## config.mk

```make
export PLATFORM = sky130hd
export DESIGN_NAME = credit_drain_buffer_flat
export DESIGN_NICKNAME = d
export VERILOG_FILES = /design/src/rtl/credit_drain_buffer_pkg.sv /design/src/rtl/credit_drain_buffer_if.sv /design/src/rtl/credit_drain_buffer_mem.sv /design/src/rtl/credit_drain_buffer.sv /design/src/flat_wrapper.sv
export SDC_FILE = /design/constraint.sdc
export NUM_CORES = 1
export LEC_CHECK = 0
export BUFFER_PORTS_ARGS = -buffer_cell sky130_fd_sc_hd__buf_4
export CORE_MARGIN = 4
export CORE_UTILIZATION = 60
export DETAILED_ROUTE_END_ITERATION = 6
export PLACE_DENSITY = 0.79
export SYNTH_ARGS = -nofsm -noshare
export SYNTH_HDL_FRONTEND = slang
export SYNTH_SLANG_ARGS = --single-unit
```

## constraint.sdc

```tcl
create_clock -name clk -period 3.8 [get_ports clk]
set_input_delay 0 -clock clk [delete_from_list [all_inputs] [get_ports clk]]
set_output_delay 0 -clock clk [all_outputs]
set_load 0.005 [all_outputs]
```

## src/rtl/credit_drain_buffer_pkg.sv

```systemverilog
// credit_drain_buffer_pkg
//   Shared definitions for credit-managed lane buffers: default payload width,
//   buffer depth and pipeline latency, the counter-width helper, and an
//   elaboration-time check that the buffer depth covers the pipeline latency.
//   No ports.

`ifndef CREDIT_DRAIN_BUFFER_PKG_SV
`define CREDIT_DRAIN_BUFFER_PKG_SV

// Elaboration check for a credit-managed buffer.
// Instantiate it inside a module body, after the parameters are declared.
// Elaboration fails when any of these holds:
//   - D is less than L + 2
//   - D is less than 2
//   - D is not a power of two
`define CDB_CHECK_DEPTH(D, L) \
  if (((D) < (L) + 2) || ((D) < 2) || (((D) & ((D) - 1)) != 0)) begin : g_cdb_depth_check \
    $error("credit buffer: DEPTH must be a power of two >= 2 and >= LATENCY+2"); \
  end

package credit_drain_buffer_pkg;

  localparam int unsigned CDB_WIDTH_DEFAULT   = 32;
  localparam int unsigned CDB_DEPTH_DEFAULT   = 32;
  localparam int unsigned CDB_LATENCY_DEFAULT = 16;

  // Width of a counter that has to hold every value from 0 to depth inclusive.
  function automatic int unsigned cdb_count_width(input int unsigned depth);
    return $clog2(depth + 1);
  endfunction

endpackage

`endif

```

## src/rtl/credit_drain_buffer_if.sv

```systemverilog
// credit_drain_buffer_if
//   Bundles the signals of one lane's receive buffer.
//   master modport: the upstream issue point together with the downstream
//   consumer. It drives the following signals:
//     - issue
//     - in_valid
//     - in_data
//     - out_ready
//   slave modport: the buffer itself. It drives the following signals:
//     - issue_ok
//     - out_valid
//     - out_data
//     - occupancy
//     - inflight
//     - err

interface credit_drain_buffer_if
  import credit_drain_buffer_pkg::*;
#(
  parameter int unsigned WIDTH = CDB_WIDTH_DEFAULT,
  parameter int unsigned DEPTH = CDB_DEPTH_DEFAULT
);
  localparam int unsigned CW = cdb_count_width(DEPTH);

  logic             issue;
  logic             issue_ok;
  logic             in_valid;
  logic [WIDTH-1:0] in_data;
  logic             out_valid;
  logic [WIDTH-1:0] out_data;
  logic             out_ready;
  logic [CW-1:0]    occupancy;
  logic [CW-1:0]    inflight;
  logic             err;

  modport master (
    output issue, in_valid, in_data, out_ready,
    input  issue_ok, out_valid, out_data, occupancy, inflight, err
  );

  modport slave (
    input  issue, in_valid, in_data, out_ready,
    output issue_ok, out_valid, out_data, occupancy, inflight, err
  );
endinterface

```

## src/rtl/credit_drain_buffer_mem.sv

```systemverilog
// credit_drain_mem
//   Register-array simple dual-port memory.
//   There is one synchronous write port and one combinational read port.
//   The storage is never reset.
//   Ports:
//     - clk     : clock
//     - we_i    : write enable
//     - waddr_i : write address
//     - wdata_i : write data
//     - raddr_i : read address
//     - rdata_o : read data, mem[raddr_i]

module credit_drain_mem #(
  parameter int unsigned WIDTH = 32,
  parameter int unsigned DEPTH = 32,
  parameter int unsigned AW    = $clog2(DEPTH)
) (
  input  logic             clk,
  input  logic             we_i,
  input  logic [AW-1:0]    waddr_i,
  input  logic [WIDTH-1:0] wdata_i,
  input  logic [AW-1:0]    raddr_i,
  output logic [WIDTH-1:0] rdata_o
);
  logic [WIDTH-1:0] mem_q [DEPTH];

  always_ff @(posedge clk) begin
    if (we_i) begin
      mem_q[waddr_i] <= wdata_i;
    end
  end

  assign rdata_o = mem_q[raddr_i];
endmodule

```

## src/rtl/credit_drain_buffer.sv

```systemverilog
// credit_drain_buffer
//   Receive buffer at the tail of a fixed-latency, non-stallable pipeline.
//   It stores arriving beats in a circular buffer and presents them downstream
//   over a valid/ready handshake.
//   It grants issue credits only while buffered beats plus in-flight beats are
//   fewer than DEPTH. Every beat that enters the pipeline therefore has a slot
//   reserved before it arrives.
//   Ports:
//     - clk : clock
//     - rst : synchronous reset, active-high
//     - bus : credit_drain_buffer_if.slave. It carries the following signals:
//       - issue and issue_ok
//       - in_valid and in_data
//       - out_valid, out_data and out_ready
//       - occupancy and inflight
//       - err

module credit_drain_buffer
  import credit_drain_buffer_pkg::*;
#(
  parameter int unsigned WIDTH   = CDB_WIDTH_DEFAULT,
  parameter int unsigned DEPTH   = CDB_DEPTH_DEFAULT,
  parameter int unsigned LATENCY = CDB_LATENCY_DEFAULT
) (
  input logic                  clk,
  input logic                  rst,
  credit_drain_buffer_if.slave bus
);
  localparam int unsigned AW = $clog2(DEPTH);
  localparam int unsigned CW = cdb_count_width(DEPTH);

  `CDB_CHECK_DEPTH(DEPTH, LATENCY)

  logic [AW-1:0] rd_ptr_q, rd_ptr_d;
  logic [AW-1:0] wr_ptr_q, wr_ptr_d;
  logic [CW-1:0] occ_q, occ_d;
  logic [CW-1:0] infl_q, infl_d;
  logic          err_q, err_d;

  logic          issue_ok;
  logic [CW:0]   credit_sum;
  logic          empty, full;
  logic          issue_acc, arrive, push, pop, violation;

  // The credit decision depends only on registered counters.
  // No input ever reaches issue_ok combinationally.
  assign credit_sum = (CW+1)'(occ_q) + (CW+1)'(infl_q);
  assign issue_ok   = credit_sum < (CW+1)'(DEPTH);

  assign empty = (occ_q == '0);
  assign full  = (occ_q == CW'(DEPTH));

  always_comb begin
    issue_acc = bus.issue & issue_ok;
    arrive    = bus.in_valid & (infl_q != '0);
    pop       = ~empty & bus.out_ready;
    // When the buffer is full, a beat is accepted only if the head leaves in
    // the same cycle and frees its slot.
    push      = arrive & (~full | pop);

    violation = (bus.issue & ~issue_ok)
              | (bus.in_valid & (infl_q == '0))
              | (bus.in_valid & full & ~pop);
    err_d     = err_q | violation;

    rd_ptr_d = pop  ? rd_ptr_q + 1'b1 : rd_ptr_q;
    wr_ptr_d = push ? wr_ptr_q + 1'b1 : wr_ptr_q;

    occ_d = occ_q;
    unique case ({push, pop})
      2'b10:   occ_d = occ_q + 1'b1;
      2'b01:   occ_d = occ_q - 1'b1;
      default: occ_d = occ_q;
    endcase

    // Any arrival while beats are outstanding retires one in-flight beat.
    // This holds even when the beat itself is dropped at a full buffer.
    infl_d = infl_q;
    unique case ({issue_acc, arrive})
      2'b10:   infl_d = infl_q + 1'b1;
      2'b01:   infl_d = infl_q - 1'b1;
      default: infl_d = infl_q;
    endcase
  end

  always_ff @(posedge clk) begin
    if (rst) begin
      rd_ptr_q <= '0;
      wr_ptr_q <= '0;
      occ_q    <= '0;
      infl_q   <= '0;
      err_q    <= 1'b0;
    end else begin
      rd_ptr_q <= rd_ptr_d;
      wr_ptr_q <= wr_ptr_d;
      occ_q    <= occ_d;
      infl_q   <= infl_d;
      err_q    <= err_d;
    end
  end

  credit_drain_mem #(
    .WIDTH (WIDTH),
    .DEPTH (DEPTH),
    .AW    (AW)
  ) u_mem (
    .clk     (clk),
    .we_i    (push),
    .waddr_i (wr_ptr_q),
    .wdata_i (bus.in_data),
    .raddr_i (rd_ptr_q),
    .rdata_o (bus.out_data)
  );

  assign bus.issue_ok  = issue_ok;
  assign bus.out_valid = ~empty;
  assign bus.occupancy = occ_q;
  assign bus.inflight  = infl_q;
  assign bus.err       = err_q;
endmodule
```

## src/flat_wrapper.sv

```systemverilog
// flat-port wrapper written by rule: the top's interface ports become plain ports
module credit_drain_buffer_flat import credit_drain_buffer_pkg::*;
#(
  parameter int unsigned WIDTH   = CDB_WIDTH_DEFAULT,
  parameter int unsigned DEPTH   = CDB_DEPTH_DEFAULT,
  parameter int unsigned LATENCY = CDB_LATENCY_DEFAULT
)
  (clk, rst, bus_issue, bus_in_valid, bus_in_data, bus_out_ready, bus_issue_ok, bus_out_valid, bus_out_data, bus_occupancy, bus_inflight, bus_err);
  credit_drain_buffer_if #(.WIDTH(WIDTH), .DEPTH(DEPTH)) bus_i ();
  input logic clk;
  input logic rst;
  input wire logic [$bits(bus_i.issue)-1:0] bus_issue;
  input wire logic [$bits(bus_i.in_valid)-1:0] bus_in_valid;
  input wire logic [$bits(bus_i.in_data)-1:0] bus_in_data;
  input wire logic [$bits(bus_i.out_ready)-1:0] bus_out_ready;
  output wire logic [$bits(bus_i.issue_ok)-1:0] bus_issue_ok;
  output wire logic [$bits(bus_i.out_valid)-1:0] bus_out_valid;
  output wire logic [$bits(bus_i.out_data)-1:0] bus_out_data;
  output wire logic [$bits(bus_i.occupancy)-1:0] bus_occupancy;
  output wire logic [$bits(bus_i.inflight)-1:0] bus_inflight;
  output wire logic [$bits(bus_i.err)-1:0] bus_err;
  assign bus_i.issue = bus_issue;
  assign bus_i.in_valid = bus_in_valid;
  assign bus_i.in_data = bus_in_data;
  assign bus_i.out_ready = bus_out_ready;
  assign bus_issue_ok = bus_i.issue_ok;
  assign bus_out_valid = bus_i.out_valid;
  assign bus_out_data = bus_i.out_data;
  assign bus_occupancy = bus_i.occupancy;
  assign bus_inflight = bus_i.inflight;
  assign bus_err = bus_i.err;
  credit_drain_buffer #(.WIDTH(WIDTH), .DEPTH(DEPTH), .LATENCY(LATENCY)) u_core (.clk(clk), .rst(rst), .bus(bus_i));
endmodule
```

# --- Yosys cells after proc, flatten, opt, wreduce, memory -nomap -nowiden ---
# Memory sizes are Yosys's and may differ from the RTL's. A register that Yosys moved wholly into a read port is not among the register bits.
# Index checks and enable logic that the tools add are counted.
word_totals:
  register_bits: 23
  mem_bits_rw: 1024
  inputBits: 37
  out_inout_bits: 47
  elab_cells: 46
  n_memories: 1
classes:
  n_addsub: 7
  order_cmp: 1
  eq_ne: 5
  n_mux: 6
  bitwise_logic: 16
  n_reduce_logical: 5
mem_list:
  columns: ["name", "words", "width", "read_ports", "rd_ports_with_merged_regs", "wr", "line_no", "rtl"]
  rows:
  - ["u_core.u_mem.mem_q", 32, 32, 1, 1, 1, "credit_drain_buffer_mem.sv:25", "logic [WIDTH-1:0] mem_q [DEPTH];"]
op_table:
  columns: ["operator", "n"]
  rows:
  - ["$pmux 6 s2", 2]
  - ["$add 6x1->6 const B", 2]
  - ["$logic_not 6->1", 2]
  - ["$sub 6x1->6 const B", 2]
  - ["$add 5x1->5 const B", 2]
  - ["$mux 5", 2]
  - ["$and 1x1->1", 8]
  - ["$add 6x6->7", 1]
  - ["$lt 7x6->1 const B", 1]
  - ["$eq 6x6->1 const B", 1]
  - ["$reduce_bool 6->1", 1]
  - ["$eq 2x1->1 const B", 2]
  - ["$eq 2x2->1 const B", 2]
  - ["$not 1->1", 4]
  - ["$or 1x1->1", 4]
  - ["$reduce_bool 2->1", 2]
  - ["$mux 1", 2]

# --- Logic depth before layout (Yosys ltp) ---
# Gate-level depths: netlist of the first run.
logic_depth:
  ltp_word: 7
  depth_mapped: 11

# --- By module ---
# A second synthesis of the first run with hierarchy kept.
hier_totals:
  hier_cells: 2403
  hier_area_um2: 41372.2
modules_own_cells:
  columns: ["mod", "instances", "cells_per_inst", "area_per_inst_um2", "seq_area_each_um2"]
  rows:
  - ["credit_drain_mem", 1, 2228, 39844.5, 30749.5]
  - ["credit_drain_buffer", 1, 175, 1527.7, 460.4]

# --- Least setup slack after synthesis of the first run ---
# No wires, ideal clock.
synth_path:
  path_type: "reg2reg"
  start: "register u_core.occ_q[1] (netlist: u_core.bus.occupancy[1])"
  end: "register u_core.occ_q[5] (netlist: u_core.bus.occupancy[5])"
  t_arrival_ns: 3.155
  required_ns: 3.729
  slack_ns: 0.575
  path_stages_with_launch: 11
  synth_period_minus_slack_ns: 3.225
  cell_sequence: "dfxtp_1 > or4_4 > or4b_4 > buf_6 > and3_4 > inv_1 > ha_1 > or4b_2 > a21o_1 > a31o_2 > a21oi_1"
synth_between:
  elab_chain_cells: 7
  elab_cells_between_ends: 13
  classes_between: "add/sub: 2; eq/ne: 3; mux: 1; bitwise: 5; reduce/logical: 2"
synth_rtl:
  columns: ["item", "line_no", "rtl"]
  rows:
  - ["start, declared", "credit_drain_buffer.sv:36", "logic [CW-1:0] occ_q, occ_d;"]
  - ["start signal, assigned", "credit_drain_buffer.sv:90", "occ_q <= '0;"]
  - ["start signal, assigned", "credit_drain_buffer.sv:96", "occ_q <= occ_d;"]
  - ["$logic_not 6->1", "credit_drain_buffer.sv:50", "assign empty = (occ_q == '0);"]
  - ["$not 1->1", "credit_drain_buffer.sv:56", "pop = ~empty & bus.out_ready;"]
  - ["$and 1x1->1", "credit_drain_buffer.sv:56", null]
  - ["$or 1x1->1", "credit_drain_buffer.sv:59", "push = arrive & (~full | pop);"]
  - ["$and 1x1->1", "credit_drain_buffer.sv:59", null]
  - ["$eq 2x1->1 or $eq 2x2->1 (tied branches)", "credit_drain_buffer.sv:70", "unique case ({push, pop})"]
  - ["$pmux 6 s2 or $reduce_bool 2->1 (tied branches)", null, null]
# Several ways; a longest one is shown, not always the timed one.
# A chain may end at the register's enable or synchronous reset.

==> results.sh, run 1 <==
export IMPL_seq_power_share_pct=49.4
export IMPL_yosysWarnings=0
export IMPL_final_min_clock_period_ns=3.67
export IMPL_nets=2334
export IMPL_timing_rr_end="u_core.bus.occupancy[5]"
export IMPL_area_growth_pct=14.3
export IMPL_yosysTopAreaCell="edfxtp_1"
export IMPL_reg2regPathDepth=10
export IMPL_cts_root_buf="clkbuf_16"
export IMPL_synthFlopType="edfxtp_1"
export IMPL_reg2reg_from="u_core.bus.occupancy[1]"
export IMPL_hp_class="primary input to flop"
export IMPL_clk_path_buf_depth=3
export IMPL_antenna_found_initial=8
export IMPL_synth_seq_area_share_pct=76.3
export IMPL_io_buffers=83
export IMPL_cts_buffers=100
export IMPL_drive_gt1_share_pct=28.2
export IMPL_power_total_mw=26.7
export IMPL_syn_nets=2174
export IMPL_cp_max_fo=49
export IMPL_internal_power_mw=20.4
export IMPL_initial_core_util_pct=60.8
export IMPL_grt_max_degree=80
export IMPL_wl_per_cell_um=31.3
export IMPL_netSwitchingFraction_pct=23.5
export IMPL_drc=0
export IMPL_period_share_pct=96.5
export IMPL_grt_usage_pct=27.6
export IMPL_p_per_area_nw_per_um2=569
export IMPL_hold_buffers=39
export IMPL_comb_power_share_pct=12.5
export IMPL_coreArea_um2=67500
export IMPL_holdWs_ns=0.266
export IMPL_cp_start_kind="flop"
export IMPL_tightest_slew_ns=1.31
export IMPL_synth_distinct_cells=54
export IMPL_clock_power_share_pct=38.1
export IMPL_finClkSkew_ns=0.0247
export IMPL_yosys_register_bits=1052
export IMPL_fmax_ghz=0.273
export IMPL_post_cts_buffers=0
export IMPL_place_ws_ns=0.399
export IMPL_finalSetupViolCount=0
export IMPL_via_per_inst=6.83
export IMPL_power_switching_mw=6.27
export IMPL_setup_ws_ns=0.135
export IMPL_ant_nets=0
export IMPL_grt_pass1_vias=22700
export IMPL_insertion_delay_ns=0.67
export IMPL_first_pass_iters=6
export IMPL_fin_tns_setup_ns=0
export IMPL_required_ns=3.80
export IMPL_die_w_um=269
export IMPL_io_pins=84
export IMPL_yosys_top_cells_area="edfxtp_1 75%, mux4_2 7.0%, mux2_2 5.4%"
export IMPL_avgSynthCellArea_um2=19.4
export IMPL_syn_inst=2115
export IMPL_cts_tree="done"
export IMPL_slew_headroom_pct=12.7
export IMPL_rows=95
export IMPL_max_cap_violations=0
export IMPL_synth_edf_count=1024
export IMPL_grt_pass1_wl_um=148000
export IMPL_critical_path_class="flop to output port"
export IMPL_drt_total_wl_um=101000
export IMPL_die_area_um2=72600
export IMPL_chipHeight_um=269
export IMPL_grt_ovfl_total=0
export IMPL_synthArstFlopShare_pct=0
export IMPL_dpl_instance_area_um2=43100
export IMPL_gp_congestion=0.820
export IMPL_cp_data_arrival_time_ns=3.67
export IMPL_clock_sinks=1052
export IMPL_status="finished clean"
export IMPL_cts_resized=0
export IMPL_r2r_slack_ns=0.35
export IMPL_leakage_nw=14.8
export IMPL_stdcell_area_um2=46900
export IMPL_drv_slew=0
export IMPL_drt_iter0_drc=3062
export IMPL_synth_top_area_share_pct=75.0
export IMPL_vdd_ir_drop_max_v=0.000347
export IMPL_hold_viol=0
export IMPL_vias=22000
export IMPL_worstSetupEndpointType="output port"
export IMPL_hpwl_um=53500
export IMPL_clk_pin_slew_ns=0.06
export IMPL_endpoint="bus_out_data[10]"
export IMPL_cts_max_level=3
export IMPL_synth_area_um2=41000
export IMPL_rsz0062_at_grt="no"
==> area by class of cell <==
type,count,area [µm²]
Tap cell,873,1090
Sequential cell,1052,31300
Fill cell,3888,20600
Inverter,7,26.3
Timing Repair Buffer,181,1690
Multi-Input combinational cell,933,9410
Clock inverter,64,763
Clock buffer,117,2590
Antenna cell,2,5.00
==> cells by family (layout without fill, tap and decap cells) <==
| kind of cell | Yosys count | in the layout | share of synthesized area [%] |
|---|---|---|---|
| AOI/OAI and AO/OA | 295 | 295 | 4.95 |
| other | 0 | 2 | 0 |
| buffers and inverters | 130 | 369 | 1.43 |
| and+or+nand+nor | 280 | 280 | 3.91 |
| muxes | 327 | 327 | 12.5 |
| xor gates and xnor gates | 9 | 9 | 0.192 |
| adders and majority gates | 22 | 22 | 0.708 |
| DFF | 1052 | 1052 | 76.3 |
==> cell usage after synthesis, drive strengths merged, types with 11 or more instances <==
library cell / instances
a211oi: 66
a21oi: 11
a22o: 64
buf: 43
clkbuf: 80
dfxtp: 28
edfxtp: 1024
ha: 20
mux2: 196
mux4: 128
nand2: 13
nor2: 54
nor2b: 69
nor3: 66
o21ai: 67
o22ai: 64
or4: 34
==> cells in the final DEF (no fill, tap or decap), drive strengths merged, types with 5 or more instances in the layout <==
master | synthesis | layout
a211oi | 66 | 66
a21o | 6 | 6
a21oi | 11 | 11
a22o | 64 | 64
buf | 43 | 142
bufinv | 0 | 15
clkbuf | 80 | 117
clkinv | 0 | 42
dfxtp | 28 | 28
dlygate4sd3 | 0 | 39
edfxtp | 1024 | 1024
ha | 20 | 20
inv | 7 | 12
mux2 | 196 | 196
mux4 | 128 | 128
nand2 | 13 | 13
nand3 | 5 | 5
nand3b | 5 | 5
nand4 | 9 | 9
nor2 | 54 | 54
nor2b | 69 | 69
nor3 | 66 | 66
o21ai | 67 | 67
o22ai | 64 | 64
o31ai | 6 | 6
or4 | 34 | 34
xor2 | 9 | 9
==> through the flow <==
stage	cells	util [%]
2_1_floorplan	2115	-
3_3_place_gp	3007	63.9
3_5_place_dp	3007	63.9
4_1_cts	3227	69.4
5_1_grt	3227	69.4
6_report	3229	69.5
==> routing by layer <==
metal  global-route usage (%)  vias up  share of wire, %
met2                     44.0     1449                49
met5                        0        -                 0
met4                     10.1        0               3.5
li1                         -     9013                 -
met3                     7.20      211                12
met1                     37.6    11400                36
==> power by group through the flow <==
stage          Clock (mW)  Combinational [mW]  Sequential [mW]
6_report             10.2                3.34             13.2
5_1_grt              10.8                3.55             13.2
4_1_cts              10.2                3.33             13.2
3_5_place_dp            0                3.24             13.4
3_3_place_gp            0                3.14             13.4
2_1_floorplan           0                1.89             13.3
==> worst max-delay path, cell delays in order, from the launching register on <==
cell and delay [ns]:
dfxtp_4 0.87, buf_12 0.31, buf_4 0.30, mux4_2 0.39, a22o_1 0.30, or4_1 0.59, buf_4 0.18
==> state kept, by name, indices dropped and copies added (netlist names), named ones only <==
signal and flops:
u_core.u_mem.mem_q 1024, u_core.bus.inflight 6, u_core.bus.occupancy 6, u_core.rd_ptr_q 5, u_core.wr_ptr_q 5, u_core.bus.err 1
==> worst min path at each step <==
stage                              start                       end  slack [ns]  depth (start not counted)
final                                rst   u_core.bus.occupancy[0]        0.27                          3
after global routing                 rst        u_core.rd_ptr_q[0]        0.29                          3
after CTS                            rst    u_core.bus.inflight[0]        0.23                          3
after detailed placement       bus_issue            u_core.bus.err        0.33                          3
after global placement         bus_issue            u_core.bus.err        0.32                          3
after floorplan           bus_in_data[0]  u_core.u_mem.mem_q[0][0]         0.1                          0
(Power assumes the default switching activity.)
==> run 2: changes to the inputs <==
CELL_PAD_IN_SITES_DETAIL_PLACEMENT = 1   (was not set)
CELL_PAD_IN_SITES_GLOBAL_PLACEMENT = 1   (was not set)
CORE_UTILIZATION = 55   (was 60)
PLACE_DENSITY = 0.81   (was 0.79)
==> results.sh, run 2 (synthesized netlist as in run 1, its figures left out) <==
export IMPL_timing_rr_end="u_core.bus.occupancy[5]"
export IMPL_io_pins=84
export IMPL_fin_tns_setup_ns=0
export IMPL_endpoint="bus_out_data[18]"
export IMPL_final_common_cell="edfxtp_1"
export IMPL_cts_tree="done"
export IMPL_clock_sinks=1052
export IMPL_setup_ws_ns=0.180
export IMPL_leakage_nw=14.8
export IMPL_die_w_um=281
export IMPL_stdcell_area_um2=47000
export IMPL_grt_ovfl_total=0
export IMPL_gp_congestion=0.829
export IMPL_final_min_clock_period_ns=3.62
export IMPL_period_share_pct=95.3
export IMPL_largest_reg_flops=1024
export IMPL_post_cts_buffers=0
export IMPL_hpwl_um=61600
export IMPL_worstHoldStart="rst"
export IMPL_grt_pass1_wl_um=173000
export IMPL_grt_pass1_vias=24300
export IMPL_cts_max_level=3
export IMPL_rows=99
export IMPL_drt_total_wl_um=119000
export IMPL_status="finished clean"
export IMPL_max_cap_violations=0
export IMPL_drv_slew=0
export IMPL_rsz0062_at_grt="no"
export IMPL_grt_max_degree=78
export IMPL_final_cells=3334
export IMPL_finClkSkew_ns=0.0278
export IMPL_mostFrequentLayoutCells="1024 x edfxtp_1, 195 x mux2_2, 138 x buf_4, 128 x mux4_2, 107 x clkbuf_16"
export IMPL_p_per_area_nw_per_um2=573
export IMPL_finalSetupViolCount=0
export IMPL_cp_start_kind="flop"
export IMPL_placed_cells=3103
export IMPL_worstSetupEndpointType="output port"
export IMPL_cp_max_fo=52
export IMPL_clk_pin_slew_ns=0.06
export IMPL_critical_path_class="flop to output port"
export IMPL_vdd_ir_drop_max_v=0.000396
export IMPL_power_total_mw=27.0
export IMPL_hp_class="primary input to flop"
export IMPL_reg2reg_from="u_core.bus.occupancy[1]"
export IMPL_grt_usage_pct=30.5
export IMPL_place_ws_ns=0.313
export IMPL_cts_root_buf="clkbuf_16"
export IMPL_first_pass_iters=6
export IMPL_r2r_slack_ns=0.25
export IMPL_insertion_delay_ns=0.67
export IMPL_ant_nets=0
export IMPL_nets=2348
export IMPL_dpl_instance_area_um2=43300
export IMPL_coreArea_um2=73500
export IMPL_io_buffers=83
export IMPL_regMostFlops="u_core.u_mem.mem_q"
export IMPL_die_area_um2=79000
export IMPL_reg2regPathDepth=10
export IMPL_tightest_slew_ns=1.12
export IMPL_antenna_found_initial=4
export IMPL_drc=0
export IMPL_chipHeight_um=281
export IMPL_wl_per_cell_um=35.7
export IMPL_initial_core_util_pct=55.8
export IMPL_via_per_inst=6.88
export IMPL_vias=22900
export IMPL_cts_buffers=104
export IMPL_drt_iter0_drc=3190
export IMPL_drive_gt1_share_pct=28.6
export IMPL_hold_viol=0
export IMPL_area_growth_pct=14.6
export IMPL_clk_path_buf_depth=3
export IMPL_slew_headroom_pct=25.1
export IMPL_fmax_ghz=0.276
export IMPL_required_ns=3.80
export IMPL_cp_data_arrival_time_ns=3.62
[run 2: final cells by class]
| class | instances | area, µm² |
|---|---|---|
| clock inverters | 53 | 514 |
| multi-input cells | 933 | 9410 |
| repair buffers | 191 | 1710 |
| clock buffers | 138 | 2820 |
| fillers | 6065 | 26500 |
| diodes | 1 | 2.50 |
| well taps | 959 | 1200 |
| inverters | 7 | 26.3 |
| flip-flops and latches | 1052 | 31300 |
[run 2: worst max-delay path, stage by stage (launching register included)]
cell     delay (ns)
dfxtp_4        0.90
buf_12         0.38
mux2_2         0.38
o22ai_1        0.21
nor3_1         0.11
or4_1          0.68
buf_4          0.21
[run 2: what timing repair did]
item | CTS | global route
gates resized for setup | 0 | 0
hold buffers | 39 | 0
hold endpoints to repair | 1052 | 0
[run 2: power breakdown]
part | internal (mW) | switching [mW]
Clock | 5.78 | 4.46
Sequential | 13.0 | 0.176
Combinational | 1.50 | 2.03
Total | 20.3 | 6.66
[run 2: how the worst min path moves through the flow]
stage                     cells after the start  slack [ns]                       end
after global routing                          3        0.30    u_core.bus.inflight[1]
after floorplan                               0         0.1  u_core.u_mem.mem_q[0][0]
after CTS                                     3        0.25    u_core.bus.inflight[1]
after global placement                        3        0.33            u_core.bus.err
after detailed placement                      3        0.33            u_core.bus.err
final                                         3        0.28    u_core.bus.inflight[1]
[run 2: metal layers]
layer | track usage (%) | routed length [µm] | vias to the layer above | part of all wire (%)
met1 | 41.5 | 43700 | 12000 | 37
met5 | 0 | 52 | - | 0.044
li1 | - | - | 9043 | -
met3 | 7.09 | 13000 | 271 | 11
met4 | 9.67 | 3820 | 8 | 3.2
met2 | 49.9 | 58500 | 1655 | 49
[run 2: stage by stage]
stage               hold slack (ns)  utilization (%)
floorplan                    0.0989                -
global placement              0.326             58.9
detailed placement            0.329             58.9
CTS                           0.250             64.0
global route                  0.300             64.0
finish                        0.280             64.0
